===== src/rtl/uart_rx_pkg.sv =====
// Shared UART definitions: receiver state encoding, frame-format defaults
// and a small helper for sizing counters.
package uart_rx_pkg;

    // Default frame format: 8 data bits, 16 oversampling ticks of stop bit.
    localparam int NBIT_DATA_LEN_DEF = 8;
    localparam int SB_TICK_DEF       = 16;

    // Receiver FSM states, 2-bit encoding shared with the sibling UART blocks.
    typedef enum logic [1:0] {
        IDLE  = 2'b00,
        START = 2'b01,
        DATA  = 2'b10,
        STOP  = 2'b11
    } rx_state_e;

    // Counter width able to index 0..n-1, never narrower than one bit.
    function automatic int cnt_width(input int n);
        return (n > 1) ? $clog2(n) : 1;
    endfunction

endpackage


===== src/rtl/uart_rx.sv =====
// UART receiver: 16x oversampled, LSB-first, one start bit, configurable
// data length and stop length. Each frame is reported with a single-cycle
// rx_done_tick; dout and frame_err hold until the next completed frame.
module uart_rx
    import uart_rx_pkg::*;
#(
    parameter int NBIT_DATA_LEN = NBIT_DATA_LEN_DEF,
    parameter int SB_TICK       = SB_TICK_DEF
) (
    input  logic                     clk,
    input  logic                     reset,
    input  logic                     s_tick,
    input  logic                     rx,
    output logic                     rx_done_tick,
    output logic [NBIT_DATA_LEN-1:0] dout,
    output logic                     frame_err
);

    localparam int NW = cnt_width(NBIT_DATA_LEN);
    localparam logic [NW-1:0] N_LAST  = NW'(NBIT_DATA_LEN - 1);
    localparam logic [4:0]    SB_LAST = 5'(SB_TICK - 1);
    localparam logic [4:0]    MID_START = 5'd7;
    localparam logic [4:0]    BIT_LAST  = 5'd15;

    rx_state_e                state_q, state_d;
    logic [4:0]               s_cnt_q, s_cnt_d;
    logic [NW-1:0]            n_q, n_d;
    logic [NBIT_DATA_LEN-1:0] b_q, b_d;
    logic [NBIT_DATA_LEN-1:0] dout_q, dout_d;
    logic                     frame_err_q, frame_err_d;
    logic                     rx_done_tick_q, rx_done_tick_d;
    logic                     rx_meta_q, rx_meta_d;
    logic                     rx_s_q, rx_s_d;

    // Next-state logic: synchronizer shift plus the frame-decoding FSM.
    // Counters only move on s_tick outside IDLE, so a stalled baud
    // generator freezes the frame in place.
    always_comb begin
        rx_meta_d      = rx;
        rx_s_d         = rx_meta_q;
        state_d        = state_q;
        s_cnt_d        = s_cnt_q;
        n_d            = n_q;
        b_d            = b_q;
        dout_d         = dout_q;
        frame_err_d    = frame_err_q;
        rx_done_tick_d = 1'b0;

        unique case (state_q)
            IDLE: begin
                if (!rx_s_q) begin
                    state_d = START;
                    s_cnt_d = '0;
                end
            end
            START: begin
                if (s_tick) begin
                    if (s_cnt_q == MID_START) begin
                        if (!rx_s_q) begin
                            state_d = DATA;
                            s_cnt_d = '0;
                            n_d     = '0;
                        end else begin
                            state_d = IDLE;
                        end
                    end else begin
                        s_cnt_d = s_cnt_q + 5'd1;
                    end
                end
            end
            DATA: begin
                if (s_tick) begin
                    if (s_cnt_q == BIT_LAST) begin
                        b_d     = {rx_s_q, b_q[NBIT_DATA_LEN-1:1]};
                        s_cnt_d = '0;
                        if (n_q == N_LAST) begin
                            state_d = STOP;
                        end else begin
                            n_d = n_q + 1'b1;
                        end
                    end else begin
                        s_cnt_d = s_cnt_q + 5'd1;
                    end
                end
            end
            STOP: begin
                if (s_tick) begin
                    if (s_cnt_q == SB_LAST) begin
                        state_d        = IDLE;
                        rx_done_tick_d = 1'b1;
                        dout_d         = b_q;
                        frame_err_d    = ~rx_s_q;
                    end else begin
                        s_cnt_d = s_cnt_q + 5'd1;
                    end
                end
            end
            default: begin
                state_d = IDLE;
            end
        endcase
    end

    // State and output registers; reset discards any partial frame and
    // parks the synchronizer at the idle line level.
    always_ff @(posedge clk) begin
        if (reset) begin
            rx_meta_q      <= 1'b1;
            rx_s_q         <= 1'b1;
            state_q        <= IDLE;
            s_cnt_q        <= '0;
            n_q            <= '0;
            b_q            <= '0;
            dout_q         <= '0;
            frame_err_q    <= 1'b0;
            rx_done_tick_q <= 1'b0;
        end else begin
            rx_meta_q      <= rx_meta_d;
            rx_s_q         <= rx_s_d;
            state_q        <= state_d;
            s_cnt_q        <= s_cnt_d;
            n_q            <= n_d;
            b_q            <= b_d;
            dout_q         <= dout_d;
            frame_err_q    <= frame_err_d;
            rx_done_tick_q <= rx_done_tick_d;
        end
    end

    assign rx_done_tick = rx_done_tick_q;
    assign dout         = dout_q;
    assign frame_err    = frame_err_q;

endmodule


===== config.mk =====
export PLATFORM = sky130hd
export DESIGN_NAME = uart_rx
export DESIGN_NICKNAME = d
export VERILOG_FILES = /design/src/rtl/uart_rx_pkg.sv /design/src/rtl/uart_rx.sv
export SDC_FILE = /design/constraint.sdc
export NUM_CORES = 1
export LEC_CHECK = 0
export CORE_MARGIN = 2
export CORE_UTILIZATION = 35
export DETAILED_ROUTE_END_ITERATION = 7
export GPL_TIMING_DRIVEN = 1
export PLACE_DENSITY = 0.64
export SLEW_MARGIN = 20
export SYNTH_ARGS = -nofsm -noshare
export SYNTH_HDL_FRONTEND = slang
export SYNTH_SLANG_ARGS = --single-unit

===== constraint.sdc =====
create_clock -name clk -period 2.57 [get_ports clk]
set_input_delay 0.514 -clock clk [delete_from_list [all_inputs] [get_ports clk]]
set_output_delay 0.514 -clock clk [all_outputs]
set_load 0.01 [all_outputs]

=== After elaboration in Yosys (flattened, before gate mapping) ===
Cells that the tools add are included.

* Bits in registers: 30
* Input bits: 4
* Output and inout bits: 10
* Logic and storage cells: 65

* Add/sub/neg operators: 2
* Equal/unequal tests: 17
* Multiplexer cells: 26
* Bitwise operators: 3
* Reduce and logical (&&, ||, !) cells: 8

{| class="wikitable"
|+ Operators with widths
! kind !! count
|-
| 5-bit 2-to-1 mux || 7
|-
| 2-bit inequality test (second input constant) || 11
|-
| 5-bit one-hot mux with 4 select lines || 1
|-
| 2-bit 2-to-1 mux || 9
|-
| 3-bit 2-to-1 mux || 6
|-
| 2-bit one-hot mux with 4 select lines || 1
|-
| 8-bit AND reduction || 1
|-
| 7-bit AND reduction || 1
|-
| 3-bit one-hot mux with 2 select lines || 1
|-
| 3-bit AND reduction || 2
|-
| 5-bit by 1-bit adder with 5-bit output (second input constant) || 1
|-
| 5-bit by 3-bit equality test with 1-bit output (second input constant) || 1
|-
| 5-bit by 4-bit equality test with 1-bit output (second input constant) || 1
|-
| 2-bit equality test (second input constant) || 2
|-
| 4-bit AND reduction || 1
|-
| 3-bit by 1-bit adder with 3-bit output (second input constant) || 1
|-
| 3-bit equality test (second input constant) || 1
|-
| 1-bit NOT || 3
|-
| 3-bit OR reduction || 1
|-
| 2-bit by 1-bit equality test with 1-bit output (second input constant) || 1
|-
| 2-bit logical NOT || 1
|-
| 2-bit nonzero test || 1
|-
| 1-bit 2-to-1 mux || 1
|}

=== Logic depth before layout (Yosys ltp) ===
Gate-level depths: netlist of run 1.

* Depth after elaboration: 5
* Mapped depth: 8
* Depth with buffers taken out: 7

=== Worst setup path before layout of run 1 ===
OpenSTA, ideal clock, no wires.

* Kind: flip-flop to flip-flop
* Start: register s_cnt_q[0]
* End: register s_cnt_q[0]
* Setup time: 0.121 ns
* Arrival: 1.986 ns
* Data required time: 2.449 ns
* Setup slack: 0.463 ns
* Cell stages (with the launch flop): 9
* Path buffers: 1
* Period minus slack after synthesis: 2.107 ns
* Path through: dfxtp_1 -> ha_1 -> and3_1 -> ha_1 -> buf_6 -> a21bo_1 -> a221o_1 -> o21a_1 -> mux2_4

* Cells in the longest elaborated chain, start to end: 4
* Elaborated cells on any way between the ends: 13
* Those cells by class: add/sub (1); eq/ne (3); mux (8); reduce/logical (1)

{| class="wikitable"
|+ Ends and longest elaborated chain
! what !! RTL line !! source
|-
| from (decl) || uart_rx.sv:26 || <nowiki>logic [4:0] s_cnt_q, s_cnt_d;</nowiki>
|-
| from (signal assigned) || uart_rx.sv:121 || <nowiki>s_cnt_q <= s_cnt_d;</nowiki>
|-
| 5-bit by 1-bit adder with 5-bit output (tied with other cells) || uart_rx.sv:67, uart_rx.sv:82, uart_rx.sv:94 ||
|-
| 5-bit 2-to-1 mux (on tied branches) || uart_rx.sv:88, uart_rx.sv:58, uart_rx.sv:73 ||
|-
| 5-bit 2-to-1 mux (on tied branches) || uart_rx.sv:87, uart_rx.sv:57, uart_rx.sv:72 ||
|-
| 5-bit one-hot mux with 4 select lines || uart_rx.sv:49 || <nowiki>unique case (state_q)</nowiki>
|}

Parallel ways exist; a longest one is shown, timed or not. The select of a mux whose other input is x is not followed.
A chain may end at the register's enable or synchronous reset.

=== Worst setup path in the final report of run 1 ===
Same ends and word-level chain as after synthesis.

==> results of run 1 <==
[metal layers]
layer | global-route usage [%] | share of wire (%) | vias up
met3 | 4.730 | 3.9 | 6
met5 | 0 | 0 | -
met1 | 14.97 | 46 | 528
met2 | 22.50 | 48 | 27
met4 | 7.143 | 2.5 | 0
li1 | - | - | 583
[final timing paths]
path	startpoint	to	slack [ns]
max reg2reg	s_cnt_q[0]$_SDFFE_PP0P_	s_cnt_q[0]$_SDFFE_PP0P_	0.30
max	s_cnt_q[0]$_SDFFE_PP0P_	s_cnt_q[0]$_SDFFE_PP0P_	0.30
min	rx_meta_q$_SDFF_PP1_	rx_s_q$_SDFF_PP1_	0.41
min reg2reg	rx_meta_q$_SDFF_PP1_	rx_s_q$_SDFF_PP1_	0.41
[kinds of logic (layout without fill, tap and decap cells)]
kind of cell | after synthesis | in the layout | synth area share [%]
flops | 30 | 30 | 43.84
fa+ha+maj | 5 | 5 | 4.566
compound gates | 37 | 37 | 18.45
buf+inv | 14 | 27 | 5.023
simple gates | 73 | 73 | 27.03
mux | 1 | 1 | 1.096
[cells in the final DEF, fill, tap and decap left out, drive strengths merged, types with 3 or more instances in the layout]
cell type	count
nand2	38
dfxtp	30
a21oi	18
clkdlybuf4s50	13
nor2	6
inv	5
ha	5
clkbuf	5
nand3	4
nor2b	4
o21ai	4
nand3b	3
or2	3
o32ai	3
[where the power goes]
group	leakage [nW]	internal [mW]	total, mW	switching [mW]
clock network	0.0438	0.181	0.351	0.170
registers	0.242	0.468	0.473	0.00469
logic	0.289	0.0145	0.0328	0.0183
total	0.575	0.664	0.856	0.193
[worst max-delay path: stages (launching register included)]
cell and delay (ns):
dfxtp_1 0.34, ha_1 0.25, and3_1 0.22, ha_1 0.30, a21bo_1 0.23, a221o_1 0.33, o21a_1 0.23, mux2_4 0.26
[metrics by stage]
stage               hold slack [ns]  instances
global placement             0.3944        214
finish                       0.4096        221
floorplan                    0.3895        160
global route                 0.4410        221
CTS                          0.4135        221
detailed placement           0.3991        214
[cell type report]
type	instances	area share (%)
multi-input cells	116	43.68
well taps	48	3.744
clock inverters	2	0.6240
flip-flops and latches	30	37.44
repair buffers	15	9.048
inverters	5	1.170
clock buffers	5	4.290
[flip-flops by register name, indices dropped and copies added (netlist names), named ones only]
register	flops
b_q	8
dout	8
s_cnt_q	5
n_q	3
frame_err	1
rx_done_tick	1
rx_meta_q	1
rx_s_q	1
state_q	1
==> impl_metrics.tcl, run 1 <==
set metrics [dict create \
    setup_slack_ns 0.3031 \
    yosysMostFrequentCell "nand2_1" \
    setup_viol_count_final 0 \
    place_hpwl_um 1923 \
    core_area_mm2 0.003716 \
    drc 0 \
    path_class "reg2reg" \
    htreeDepth 2 \
    grt_pass1_vias 1051 \
    syn_avg_cell_area_um2 8.563 \
    drt_iter0_drc 24 \
    start_util_pct 36.87 \
    fp.dieW_um 66.57 \
    netlist_area_mm2 0.001370 \
    syn_to_final_growth_pct 17.08 \
    synthCells 160 \
    fin_crit_ns 2.267 \
    wl_um 2595 \
    drt_pass1_iterations 4 \
    clock-skew-final_ns 0.003676 \
    seq_area_frac_synth_pct 43.84 \
    synthTopCellsByArea "dfxtp_1, nand2_1, a21oi_1" \
    register_area_um2 600.6 \
    synth_largest_area_cell "dfxtp_1" \
    setup_tns_ns 0 \
    powerDensity_mw_per_mm2 533.7 \
    grt_first_pass_wirelength_um 4512 \
    antenna_left 0 \
    syn_nets 169 \
    synth_seq_cells 30 \
    cts_repair_resize_count 0 \
    boundaryPins 14 \
    fin_crit_sh_pct 88.21 \
    pre_cts_ws_ns 0.3192 \
    nets 182 \
    clk_pin_slew_worst_paths_ns 0.06 \
    diodes 0 \
    power_mw 0.8561 \
    synth_top_area_share_pct 43.84 \
    vias 1144 \
    rsz0062_at_grt "false" \
    die_height_um 66.57 \
    filler_cell_count 372 \
    required_ns 2.74 \
    slew_headroom_pct 65.41 \
    cts_buffer_depth 2 \
    cap_violations 0 \
    antenna_found_initial 0 \
    gr-total-overflow 0 \
    hp-class "reg2reg" \
    drive_gt1_share_pct 9.827 \
    final_hold_viol_count 0 \
    post_dp_cell_area_mm2 0.001525 \
    routabilityCongestion 0.9244 \
    synthArstFlopShare_pct 0 \
    cp-end-kind "register" \
    ir_worst_vdd_v 0.0002251 \
    numCtsBuffers 5 \
    cts_tree "built" \
    rows 22 \
    numPortBuffers 13 \
    routedWlPerCell_um 11.74 \
    fmax_ghz 0.4411 \
    clk_latency_ns 0.28 \
    fin_util_pct 43.17 \
    dieArea_mm2 0.004431 \
    hold_depth 1 \
    grt_max_degree 23 \
    ys.flop_type "dfxtp_1" \
    ys_types 39 \
    synth_edf_count 0 \
    outcome "finished, final reports clean" \
    slew_violations 0 \
    design_area_mm2 0.001604 \
    cp_max_fo 9 \
    tightest_slew_ns 0.5181 \
    vias_per_cell 5.176 \
    multi_input_area_um2 700.7 \
    worst_setup_path_start_kind "register" \
    post_cts_buffers 0 \
    clock-sinks 30 \
    worstRegToRegCells 7 \
    synth_common_cells "nand2_1, dfxtp_1, a21oi_1" \
    cts_root_buf "clkbuf_8" \
    yosys_warnings 0 \
    cp.arrival_ns 2.44 \
    power_leakage_nw 0.5752 \
    track_usage_pct 13.48 \
    ctsHoldBuffers 0 \
]
Note: power is estimated with default switching activity, not from simulation.
==> run 2: changes to the inputs <==
--- a/config.mk
+++ b/config.mk
@@ -10,6 +10,7 @@
 export DETAILED_ROUTE_END_ITERATION = 7
 export GPL_TIMING_DRIVEN = 1
 export PLACE_DENSITY = 0.64
+export SKIP_CTS_REPAIR_TIMING = 1
 export SLEW_MARGIN = 20
 export SYNTH_ARGS = -nofsm -noshare
 export SYNTH_HDL_FRONTEND = slang
==> results of run 2 <==
No change in the layout: final DEF, timing and power equal those of run 1.
